### config.mk
export PLATFORM = sky130hd
export DESIGN_NAME = fetch_unit
export DESIGN_NICKNAME = d
export VERILOG_FILES = /design/src/rtl/fetch_unit.sv
export SDC_FILE = /design/constraint.sdc
export NUM_CORES = 1
export LEC_CHECK = 0
export CORE_UTILIZATION = 57
export CTS_BUF_LIST = sky130_fd_sc_hd__clkbuf_4 sky130_fd_sc_hd__clkbuf_8
export CTS_CLUSTER_DIAMETER = 60
export CTS_CLUSTER_SIZE = 28
export DETAILED_ROUTE_END_ITERATION = 7
export GPL_TIMING_DRIVEN = 0
export HOLD_SLACK_MARGIN = 0.02
export PLACE_DENSITY = 0.89
export SYNTH_ARGS = -nofsm -noshare
export SYNTH_HDL_FRONTEND = slang
export SYNTH_SLANG_ARGS = --single-unit
export TNS_END_PERCENT = 5
### constraint.sdc
create_clock -name clk -period 7.9 [get_ports clk]
set_input_delay 1.975 -clock clk [delete_from_list [all_inputs] [get_ports clk]]
set_output_delay 1.975 -clock clk [all_outputs]
set_load 0.05 [all_outputs]
### src/rtl/fetch_unit.sv
// Instruction fetch front end: owns the PC, issues single-outstanding word reads,
// buffers responses in a 2-entry queue and presents the head to the decoder.
module fetch_unit #(
  parameter int unsigned       ADDR_W   = 32,
  parameter logic [ADDR_W-1:0] RESET_PC = '0
) (
  input  logic              clk,
  input  logic              rst_n,
  input  logic              fetch_en,
  output logic              imem_req,
  output logic [ADDR_W-1:0] imem_addr,
  input  logic              imem_ack,
  input  logic [31:0]       imem_rdata,
  output logic              inst_valid,
  input  logic              inst_ready,
  output logic [31:0]       inst,
  output logic [5:0]        opcode,
  output logic [5:0]        func,
  output logic [ADDR_W-1:0] pc_out,
  output logic [ADDR_W-1:0] pc4,
  input  logic              redirect,
  input  logic [ADDR_W-1:0] redirect_pc
);

  typedef enum logic [1:0] {IDLE, FETCH, STALL, FLUSH} state_t;

  state_t            state_q, state_n;
  logic [ADDR_W-1:0] fetch_pc_q, fetch_pc_n, addr_n;
  logic              req_n;

  // Entry 0 is the head and drives inst/pc_out directly; entry 1 is the tail.
  logic [31:0]       w1_q, w0_n, w1_n;
  logic [ADDR_W-1:0] pc1_q, pc0_n, pc1_n;
  logic              v1_q, v0_n, v1_n;

  logic              ack_ok, pending, push, pop, space;
  logic [1:0]        occ_next;

  assign ack_ok  = imem_req & imem_ack;
  assign pending = imem_req & ~imem_ack;
  assign pop     = inst_valid & inst_ready;
  // A response arriving in FLUSH, or alongside a redirect, belongs to the old stream.
  assign push    = ack_ok & (state_q != FLUSH) & ~redirect;

  assign occ_next = redirect ? 2'd0
                             : {1'b0, inst_valid} + {1'b0, v1_q} - {1'b0, pop} + {1'b0, push};
  assign space    = (occ_next + {1'b0, pending}) < 2'd2;

  assign opcode = inst[31:26];
  assign func   = inst[5:0];
  assign pc4    = pc_out + ADDR_W'(4);

  always_comb begin
    // NOTE: every output of a combinational block gets a default first, so no path leaves a latch.
    w0_n  = inst;
    pc0_n = pc_out;
    v0_n  = inst_valid;
    w1_n  = w1_q;
    pc1_n = pc1_q;
    v1_n  = v1_q;
    if (pop) begin
      w0_n  = w1_q;
      pc0_n = pc1_q;
      v0_n  = v1_q;
      v1_n  = 1'b0;
    end
    if (push) begin
      if (!v0_n) begin
        w0_n  = imem_rdata;
        pc0_n = imem_addr;
        v0_n  = 1'b1;
      end else begin
        w1_n  = imem_rdata;
        pc1_n = imem_addr;
        v1_n  = 1'b1;
      end
    end
    if (redirect) begin
      v0_n = 1'b0;
      v1_n = 1'b0;
    end
  end

  always_comb begin
    state_n    = state_q;
    req_n      = 1'b0;
    addr_n     = imem_addr;
    fetch_pc_n = fetch_pc_q;
    if (ack_ok && state_q == FETCH) fetch_pc_n = fetch_pc_q + ADDR_W'(4);
    if (redirect) fetch_pc_n = redirect_pc & ~ADDR_W'(3);

    if (pending) begin
      // The outstanding request must complete at its original address.
      req_n   = 1'b1;
      state_n = (redirect || state_q == FLUSH) ? FLUSH : FETCH;
    end else if (fetch_en && space) begin
      req_n   = 1'b1;
      addr_n  = fetch_pc_n;
      state_n = FETCH;
    end else begin
      state_n = fetch_en ? STALL : IDLE;
    end
  end

  // NOTE: queue storage is reset too, because inst and pc_out have defined reset values.
  always_ff @(posedge clk or negedge rst_n) begin
    if (!rst_n) begin
      state_q    <= IDLE;
      fetch_pc_q <= RESET_PC;
      imem_req   <= 1'b0;
      imem_addr  <= RESET_PC;
      inst_valid <= 1'b0;
      inst       <= '0;
      pc_out     <= '0;
      v1_q       <= 1'b0;
      w1_q       <= '0;
      pc1_q      <= '0;
    end else begin
      // NOTE: non-blocking assignments so every register samples pre-edge values.
      state_q    <= state_n;
      fetch_pc_q <= fetch_pc_n;
      imem_req   <= req_n;
      imem_addr  <= addr_n;
      inst_valid <= v0_n;
      inst       <= w0_n;
      pc_out     <= pc0_n;
      v1_q       <= v1_n;
      w1_q       <= w1_n;
      pc1_q      <= pc1_n;
    end
  end

endmodule

==> results of run 1 <==
-- through the flow --
step	power [uW]	instance area (um^2)	hold slack, ps	utilization	setup slack [ps]
4_1_cts	3678	12270	514.9	0.7640	2659
3_5_place_dp	2992	11850	494.3	0.7377	2374
2_1_floorplan	2401	9460	472.1	-	3307
3_3_place_gp	2944	11810	486.1	0.7356	-3135
6_report	3679	12270	510.9	0.7640	2706
5_1_grt	3822	12270	528.4	0.7640	2484
-- logic make-up (layout without fill, tap and decap cells) --
logic type	count (synthesis)	in the layout	share of synthesized area
DFF	196	196	0.5184
and+or+nand+nor	241	241	0.1305
adders and majority gates	5	5	0.006613
AOI/OAI and AO/OA	124	124	0.07949
muxes	160	160	0.1815
xor gates and xnor gates	50	50	0.04629
buffers and inverters	71	312	0.03716
-- worst max-delay path, stage by stage, from the launching register on --
cell and delay (ps):
dfrtp_1 440, ha_1 220, nand3_1 220, nor4_4 380
nand3_1 260, nor3_1 250, xor2_1 160, clkdlybuf4s50_1 810
-- cell usage after synthesis (2+ instances only) --
cell      instances  area [um^2]
nand4_1          20        125.1
o221ai_1          2        17.52
buf_4            16        120.1
buf_2            19        95.09
nor4_2            3        37.54
nand3_1          30        150.1
xnor2_1          36        315.3
ha_1              5        62.56
a22o_1            8        70.07
and3_1            7        43.79
and2_1            2        12.51
inv_1            15        56.30
nor2_1           26        97.59
clkbuf_1         16        60.06
dfrtp_1         196         4905
nand2b_1          2        12.51
nor3_2            3        30.03
o21ai_0          77        385.4
nor4_4            2        42.54
a21o_1            9        67.56
buf_1             4        15.01
o211ai_1          4        30.03
a21oi_1           4        20.02
nand2_1         108        405.4
mux2_2           92         1036
nand3_2           2        20.02
nor2b_1           3        18.77
o31ai_1           2        15.01
xor2_1           14        122.6
o21ai_1           3        15.01
nor3_1           11        55.05
nor4_1            8        50.05
mux2i_1          68        680.7
-- metal layers --
metal / GRT usage / vias to the layer above / routed length, um / part of all wire
li1: - / 3448 / - / -
met3: 0.05252 / 64 / 1608 / 0.063
met2: 0.5285 / 337 / 12620 / 0.50
met5: 0 / - / 0 / 0
met4: 0.1217 / 0 / 772 / 0.030
met1: 0.3799 / 3747 / 10450 / 0.41
-- state kept, by name (all words and copies together), names as in the netlist --
name / count
state_q: 1
fetch_pc_q: 32
pc_out: 32
imem_req: 1
imem_addr: 32
inst: 32
w1_q: 32
inst_valid: 1
pc1_q: 32
v1_q: 1
-- final cells by class --
type / count / area [um^2] / area share
flip-flops and latches: 196 / 4905 / 0.3998
multi-input cells: 580 / 4204 / 0.3427
repair buffers: 209 / 2115 / 0.1724
plain buffers: 56 / 295.3 / 0.02407
clock buffers: 22 / 277.8 / 0.02264
well taps: 216 / 270.3 / 0.02203
clock inverters: 10 / 145.1 / 0.01183
inverters: 15 / 56.30 / 0.004590
-- final timing paths --
path,slack (ps),endpoint,depth (start not counted)
min in group asynchronous,1440,inst[29]$_DFF_PN0_,1
worst max-delay path,2710,pc4[30],7
worst min register to register,510,pc1_q[5]$_DFFE_PN0P_,1
worst max register to register,4410,imem_addr[21]$_DFFE_PN0P_,10
worst min-delay path,510,pc1_q[5]$_DFFE_PN0P_,1
max in group asynchronous,5420,state_q[1]$_DFF_PN0_,2
-- report_power, final --
part	switching, uW	total, uW	leakage [uW]	internal, uW
Clock	360	699	0.000212	339
Combinational	984	1540	0.00245	558
Sequential	222	1440	0.00249	1220
Total	1570	3680	0.00515	2110
==> impl_metrics.tcl, run 1 <==
set metrics [dict create \
    status "finished clean" \
    drv_slew 0 \
    rsz0062_at_grt "false" \
    cp_data_arrival_time_ps 3220 \
    core.rowCount 46 \
    drv_cap 0 \
    cts_hold_repair.buffers 0 \
    syn_avg_cell_area_um2 11.17 \
    worstHoldStart "pc1_q[5]$_DFFE_PN0P_" \
    clk_pin_slew_ps 100 \
    finalSetupViolations 0 \
    clk_latency_ps 470 \
    num_vias 7596 \
    grt_pass1_wl_um 39240 \
    powerDensity_nw_per_um2 299.9 \
    hp-class "flop to flop" \
    endpoint_kind "output pin" \
    finalHoldViolations 0 \
    synth_seq_cells 196 \
    syn_nets 922 \
    clock_skew_ps 12.58 \
    startpoint_type "flop" \
    dieArea_um2 17120 \
    overflow 0 \
    wire_per_inst_um 19.52 \
    synth_top_flop_cell "dfrtp_1" \
    fin_cells 1304 \
    die_y_um 130.8 \
    gp_congestion 0.9430 \
    synth-edff-count 0 \
    synth_seq_area_share 0.5184 \
    ios 212 \
    cts_tree "built" \
    drt_first_pass_iters 5 \
    power.leakage_uw 0.005154 \
    drtIter0Drc 551 \
    antenna_cells 0 \
    async_reset_ff_frac 1.000 \
    synth_cell_types 63 \
    final_common_cell "clkdlybuf4s50_1" \
    syn_area_um2 9460 \
    core_area_um2 16060 \
    portBuffers 208 \
    root_buffer "clkbuf_8" \
    critPathKind "flop to output pin" \
    syn_to_final_growth_pct 29.68 \
    dp_hpwl_um 18720 \
    grt_pass1_vias 7406 \
    dp.cells 1272 \
    ys_warn_count 0 \
    antenna_found_initial 0 \
    cts_sinks 196 \
    r2r_start "inst_valid$_DFF_PN0_" \
    relSlewSlack 0.4390 \
    htreeDepth 4 \
    tightest_slew_ps 841.4 \
    ir_drop_uv 149.2 \
    n_fill_cell 1058 \
    cts_setup_buffers 0 \
    crit_path_start "pc_out[3]$_DFF_PN0_" \
    crit_required_ps 5930 \
    numCtsBuffers 17 \
    layout.nets 1150 \
    drc 0 \
    finalCritPeriodShare 0.6574 \
    drive_above_1_share 0.1673 \
    layout_min_cycle_time_ps 5194 \
    fin_tns_setup_ps 0 \
    grt_max_degree 129 \
    layout_common_cells "207 x clkdlybuf4s50_1, 196 x dfrtp_1, 108 x nand2_1" \
    wl_um 25450 \
    start_util 0.5891 \
    final_antenna_net_count 0 \
    cp_max_fo 5 \
    track_usage 0.3050 \
    postCtsResizedCells 0 \
    fmax_ghz 0.1925 \
    synthCells 847 \
    clk_path_buf_depth 2 \
    fp.dieW_um 130.8 \
    viasPerCell 5.825 \
]
Power figures use the tool's default switching activity.
==> run 2, diff against run 1 <==
--- a/config.mk
+++ b/config.mk
@@ -5,14 +5,14 @@
 export SDC_FILE = /design/constraint.sdc
 export NUM_CORES = 1
 export LEC_CHECK = 0
-export CORE_UTILIZATION = 57
+export CORE_UTILIZATION = 47
 export CTS_BUF_LIST = sky130_fd_sc_hd__clkbuf_4 sky130_fd_sc_hd__clkbuf_8
 export CTS_CLUSTER_DIAMETER = 60
 export CTS_CLUSTER_SIZE = 28
 export DETAILED_ROUTE_END_ITERATION = 7
 export GPL_TIMING_DRIVEN = 0
 export HOLD_SLACK_MARGIN = 0.02
-export PLACE_DENSITY = 0.89
+export PLACE_DENSITY = 0.78
 export SYNTH_ARGS = -nofsm -noshare
 export SYNTH_HDL_FRONTEND = slang
 export SYNTH_SLANG_ARGS = --single-unit
==> constraint.sdc (replaced) <==
create_clock -name clk -period 4.4 [get_ports clk]
set_input_delay 1.1 -clock clk [delete_from_list [all_inputs] [get_ports clk]]
set_output_delay 1.1 -clock clk [all_outputs]
set_load 0.05 [all_outputs]
==> impl_metrics.tcl, run 2 (synthesis results as in run 1) <==
set metrics [dict create \
    status "finished clean" \
    finalCritPeriodShare 0.9410 \
    tightest_slew_ps 740.7 \
    post-route-util 0.6282 \
    crit_chain "and4_1 > nand4_1 > nor3_2 > nand3_1 > xnor2_1 > clkdlybuf4s50_1" \
    slowest_delay_ps 870 \
    fp.dieW_um 143.9 \
    start_util 0.4829 \
    viasPerCell 5.504 \
    relSlewSlack 0.5062 \
    grt_pass1_wl_um 39300 \
    power_uw 6447 \
    final_common_cell "clkdlybuf4s50_1" \
    finalSetupViolations 0 \
    clock_skew_ps 16.82 \
    clk_pin_slew_ps 110 \
    critPathKind "flop to output pin" \
    wl_um 25030 \
    clk_latency_ps 470 \
    drive_above_1_share 0.1684 \
    hp-class "flop to flop" \
    syn_to_final_growth_pct 30.08 \
    endpoint_kind "output pin" \
    drtIter0Drc 417 \
    num_vias 7441 \
    powerDensity_nw_per_um2 523.9 \
    switchingPower_uw 2847 \
    core_area_um2 19590 \
    layout_common_cells "201 x clkdlybuf4s50_1, 196 x dfrtp_1, 108 x nand2_1" \
    core.rowCount 51 \
    track_usage 0.2507 \
    root_buffer "clkbuf_8" \
    cts_tree "built" \
    layout_min_cycle_time_ps 4140 \
    die_y_um 143.9 \
    ir_drop_uv 252.2 \
    dp_slack_ps -337.9 \
    cts_setup_buffers 0 \
    setup_ws_ps 259.7 \
    htreeDepth 4 \
    crit_required_ps 3300 \
    startpoint_type "flop" \
    numCtsBuffers 17 \
    cts_hold_repair.buffers 0 \
    antenna_cells 0 \
    grt_pass1_vias 7307 \
    final_antenna_net_count 0 \
    drv_slew 0 \
    p_clk_frac 0.175 \
    n_fill_cell 1592 \
    ios 212 \
    finalHoldViolations 0 \
    power.internal_uw 3600 \
    clk_path_buf_depth 2 \
    grt_max_degree 107 \
    wire_per_inst_um 18.52 \
    fmax_ghz 0.2415 \
    drc 0 \
    cp_max_fo 6 \
    dp_hpwl_um 18660 \
    cp_data_arrival_time_ps 3040 \
    dieArea_um2 20700 \
    rsz0062_at_grt "false" \
    drt_first_pass_iters 5 \
    cp_slowest_cell "clkdlybuf4s50_1" \
    antenna_found_initial 0 \
    p_seq_frac 0.399 \
    drv_cap 0 \
    power.leakage_uw 0.005213 \
    layout.nets 1150 \
    gp_congestion 1.009 \
    overflow 0 \
    power_switching_share 0.4416 \
    comb_power_share 0.426 \
    cts_sinks 196 \
    portBuffers 208 \
]
==> run 2: changes by cell type in the layout (fill, tap and decap cells not counted), sizes merged <==
cell           before  now
clkinvlp            2    1
dlygate4sd2         0    1
dlymetal6s2s        0    5
bufinv              3    0
clkdlybuf4s50     207  201
clkinv              2    6
inv                18   22
clkbuf             39   34
==> run 2: area by class of cell <==
type,instances,area [um^2],area share
plain buffers,56,296.5,0.02410
clock buffers,17,234.0,0.01901
clock inverters,14,147.6,0.01200
inverters,15,56.30,0.004575
multi-input cells,580,4209,0.3420
flip-flops and latches,196,4905,0.3986
well taps,265,331.6,0.02694
repair buffers,209,2126,0.1727
==> run 2: power by group through the flow <==
stage / combinational, uW / sequential, uW / clock, uW
CTS: 2760 / 2570 / 1150
global route: 2880 / 2630 / 1210
detailed placement: 2760 / 2600 / 0
floorplan: 1050 / 3260 / 0
finish: 2750 / 2570 / 1130
global placement: 2710 / 2590 / 0
==> run 2: repair_timing <==
item | CTS | global route
cloned | 0 | 0
resized for setup | 2 | 8
hold endpoints to repair | 0 | 0
endpoints found under the setup margin | 5 | 24
==> run 2: per-layer routing <==
| metal | up-vias | share of wire | global-route usage |
|---|---|---|---|
| li1 | 3446 | - | - |
| met5 | - | 0 | 0 |
| met3 | 49 | 0.067 | 0.05165 |
| met2 | 268 | 0.48 | 0.4137 |
| met1 | 3678 | 0.42 | 0.3242 |
| met4 | 0 | 0.027 | 0.09351 |
==> run 2: stage by stage <==
step	std cells	cell area (um^2)	setup TNS (ps)	hold WS (ps)
floorplan	847	9460	0	472.1
detailed placement	1321	11910	-8843	493.6
finish	1352	12310	0	514.6
global placement	1320	11870	-1162930	486.2
CTS	1352	12290	0	517.3
global route	1352	12310	0	528.1
==> run 2: critical path, delay by kind of cell (launching register included) <==
family                 cells  cell delay [ps]
AND/OR/NAND/NOR            4             1090
buffers and inverters      1              870
flip-flops                 1              460
XOR/XNOR                   1              150
==> run 2: worst paths after layout <==
check / startpoint / cells after the start / end / slack, ps
min: pc1_q[22]$_DFFE_PN0P_ / 1 / pc1_q[22]$_DFFE_PN0P_ / 510
max reg2reg: inst_valid$_DFF_PN0_ / 10 / imem_addr[21]$_DFFE_PN0P_ / 1170
max in group asynchronous: rst_n / 2 / fetch_pc_q[16]$_DFF_PN0_ / 2850
min reg2reg: pc1_q[22]$_DFFE_PN0P_ / 1 / pc1_q[22]$_DFFE_PN0P_ / 510
max: pc_out[4]$_DFF_PN0_ / 6 / pc4[19] / 260
min in group asynchronous: rst_n / 1 / inst[28]$_DFF_PN0_ / 600
==> run 3, diff against run 2 <==
--- a/config.mk
+++ b/config.mk
@@ -5,14 +5,14 @@
 export SDC_FILE = /design/constraint.sdc
 export NUM_CORES = 1
 export LEC_CHECK = 0
-export CORE_UTILIZATION = 47
+export CORE_UTILIZATION = 52
 export CTS_BUF_LIST = sky130_fd_sc_hd__clkbuf_4 sky130_fd_sc_hd__clkbuf_8
 export CTS_CLUSTER_DIAMETER = 60
 export CTS_CLUSTER_SIZE = 28
 export DETAILED_ROUTE_END_ITERATION = 7
 export GPL_TIMING_DRIVEN = 0
 export HOLD_SLACK_MARGIN = 0.02
-export PLACE_DENSITY = 0.78
+export PLACE_DENSITY = 0.82
 export SYNTH_ARGS = -nofsm -noshare
 export SYNTH_HDL_FRONTEND = slang
 export SYNTH_SLANG_ARGS = --single-unit
==> constraint.sdc (replaced) <==
create_clock -name clk -period 4.7 [get_ports clk]
set_input_delay 1.175 -clock clk [delete_from_list [all_inputs] [get_ports clk]]
set_output_delay 1.175 -clock clk [all_outputs]
set_load 0.05 [all_outputs]
==> impl_metrics.tcl, run 3 (synthesis results as in run 1) <==
set metrics [dict create \
    drtIter0Drc 507 \
    layout.nets 1150 \
    cp_num_cells 7 \
    cp_data_arrival_time_ps 3260 \
    numCtsBuffers 17 \
    cts_hold_repair.buffers 0 \
    powerDensity_nw_per_um2 499.6 \
    r2r_start "inst_valid$_DFF_PN0_" \
    clk_latency_ps 470 \
    clk_path_buf_depth 2 \
    power.internal_uw 3506 \
    switchingPower_uw 2625 \
    finalHoldViolations 0 \
    crit_family "simple AND/OR/NAND/NOR gates" \
    cts_setup_buffers 0 \
    drv_slew 0 \
    dp_slack_ps -97.34 \
    reg2reg_slack_ps 1120 \
    cts_sinks 196 \
    startpoint_type "flop" \
    drv_cap 0 \
    finalCritPeriodShare 0.9441 \
    core_area_um2 17540 \
    setup_ws_ps 262.6 \
    start_util 0.5395 \
    wl_um 25320 \
    overflow 0 \
    final_common_cell "clkdlybuf4s50_1" \
    hp-class "flop to flop" \
    relSlewSlack 0.4369 \
    r2r_end "imem_addr[21]$_DFFE_PN0P_" \
    endpoint_kind "output pin" \
    antenna_found_initial 0 \
    reg2reg_depth 10 \
    slowest_delay_ps 810 \
    n_fill_cell 1332 \
    min_to "pc1_q[22]$_DFFE_PN0P_" \
    num_vias 7490 \
    wire_per_inst_um 19.29 \
    grt_max_degree 113 \
    antenna_cells 0 \
    gp_congestion 0.9680 \
    cp_slowest_cell "clkdlybuf4s50_1" \
    grt_pass1_vias 7360 \
    htreeDepth 4 \
    clock_skew_ps 17.95 \
    crit_chain "ha_1 > nand3_1 > nor4_4 > nand3_1 > nor3_1 > xor2_1 > clkdlybuf4s50_1" \
    grt_pass1_wl_um 39220 \
    drc 0 \
    power_uw 6132 \
    status "finished clean" \
    die_y_um 136.9 \
    cp_max_fo 6 \
    drt_first_pass_iters 7 \
    track_usage 0.2779 \
    root_buffer "clkbuf_8" \
    ios 212 \
    dp_hpwl_um 18540 \
    crit_required_ps 3520 \
    final_antenna_net_count 0 \
    rsz0062_at_grt "false" \
    syn_to_final_growth_pct 29.73 \
    clk_pin_slew_ps 90 \
    cts_tree "built" \
    worstHoldStart "pc1_q[22]$_DFFE_PN0P_" \
    viasPerCell 5.704 \
    layout_common_cells "207 x clkdlybuf4s50_1, 196 x dfrtp_1, 108 x nand2_1" \
    power_switching_share 0.4282 \
    drive_above_1_share 0.1673 \
    core.rowCount 48 \
    ir_drop_uv 280.9 \
    p_clk_frac 0.186 \
    tightest_slew_ps 844.6 \
    cp_num_buf_inv 1 \
    power.leakage_uw 0.005153 \
    comb_power_share 0.420 \
    portBuffers 208 \
    dieArea_um2 18740 \
    layout_min_cycle_time_ps 4437 \
    critPathKind "flop to output pin" \
    crit_top_cell "nand3_1" \
    fp.dieW_um 136.9 \
    finalSetupViolations 0 \
    p_seq_frac 0.393 \
    hold_depth 1 \
    postCtsResizedCells 0 \
    fmax_ghz 0.2254 \
]
## run 3: cell types whose count changed in the layout (fill, tap and decap cells not counted), moves of 2 or more
cell and change:
clkdlybuf4s50_1 +6, dlymetal6s2s_1 -5, clkinv_8 -3, bufinv_16 +2
clkbuf_4 +2, clkbuf_8 +2, inv_8 -2
## run 3: cell type report
class,count,area [um^2],share of cell area
clock buffer,21,276.5,0.02253
tap,225,281.5,0.02294
sequential,196,4905,0.3996
clock inverter,11,140.1,0.01142
inverter,15,56.30,0.004588
timing repair buffer,209,2115,0.1723
buffer,56,295.3,0.02406
multi-input combinational,580,4204,0.3425
## run 3: worst max path at each step
| stage | start | endpoint | slack [ps] |
|---|---|---|---|
| 2_1_floorplan | pc_out[9]$_DFF_PN0_ | pc4[31] | 910 |
| 3_3_place_gp | rst_n | w1_q[7]$_DFFE_PN0P_ | -5720 |
| 3_5_place_dp | inst_ready | imem_addr[30]$_DFFE_PN0P_ | -100 |
| 4_1_cts | pc_out[2]$_DFF_PN0_ | pc4[27] | 190 |
| 5_1_grt | pc_out[4]$_DFF_PN0_ | pc4[27] | 30 |
| 6_report | pc_out[2]$_DFF_PN0_ | pc4[30] | 260 |
## run 3: worst register-to-register path: cells and delay by family, from the launching register on
family	cells	cell delay, ps
and+or+nand+nor	2	420
AOI/OAI and AO/OA	1	440
buffers and inverters	3	1050
xor gates and xnor gates	1	150
muxes	1	360
adders and majority gates	2	600
DFF	1	440
## run 3: metal layers
layer	GRT usage	up-vias	part of all wire
met5	0	-	0
met4	0.1111	0	0.024
li1	-	3454	-
met2	0.4560	293	0.48
met1	0.3688	3703	0.43
met3	0.04481	40	0.063
## run 3: metrics by stage
step	std cells	utilization	setup TNS (ps)	instance area (um^2)	hold WS [ps]
floorplan	847	-	0	9460	472.1
global placement	1280	0.6742	-1117270	11820	486.7
detailed placement	1281	0.6761	-1100	11860	493.6
CTS	1313	0.6998	0	12270	514.8
global route	1313	0.6998	0	12270	523.7
finish	1313	0.6998	0	12270	513.1
## run 3: power groups by stage
stage / combinational (uW) / clock [uW] / sequential, uW
global route: 2700 / 1230 / 2460
CTS: 2580 / 1160 / 2410
floorplan: 983 / 0 / 3050
finish: 2580 / 1140 / 2410
global placement: 2540 / 0 / 2420
detailed placement: 2580 / 0 / 2440
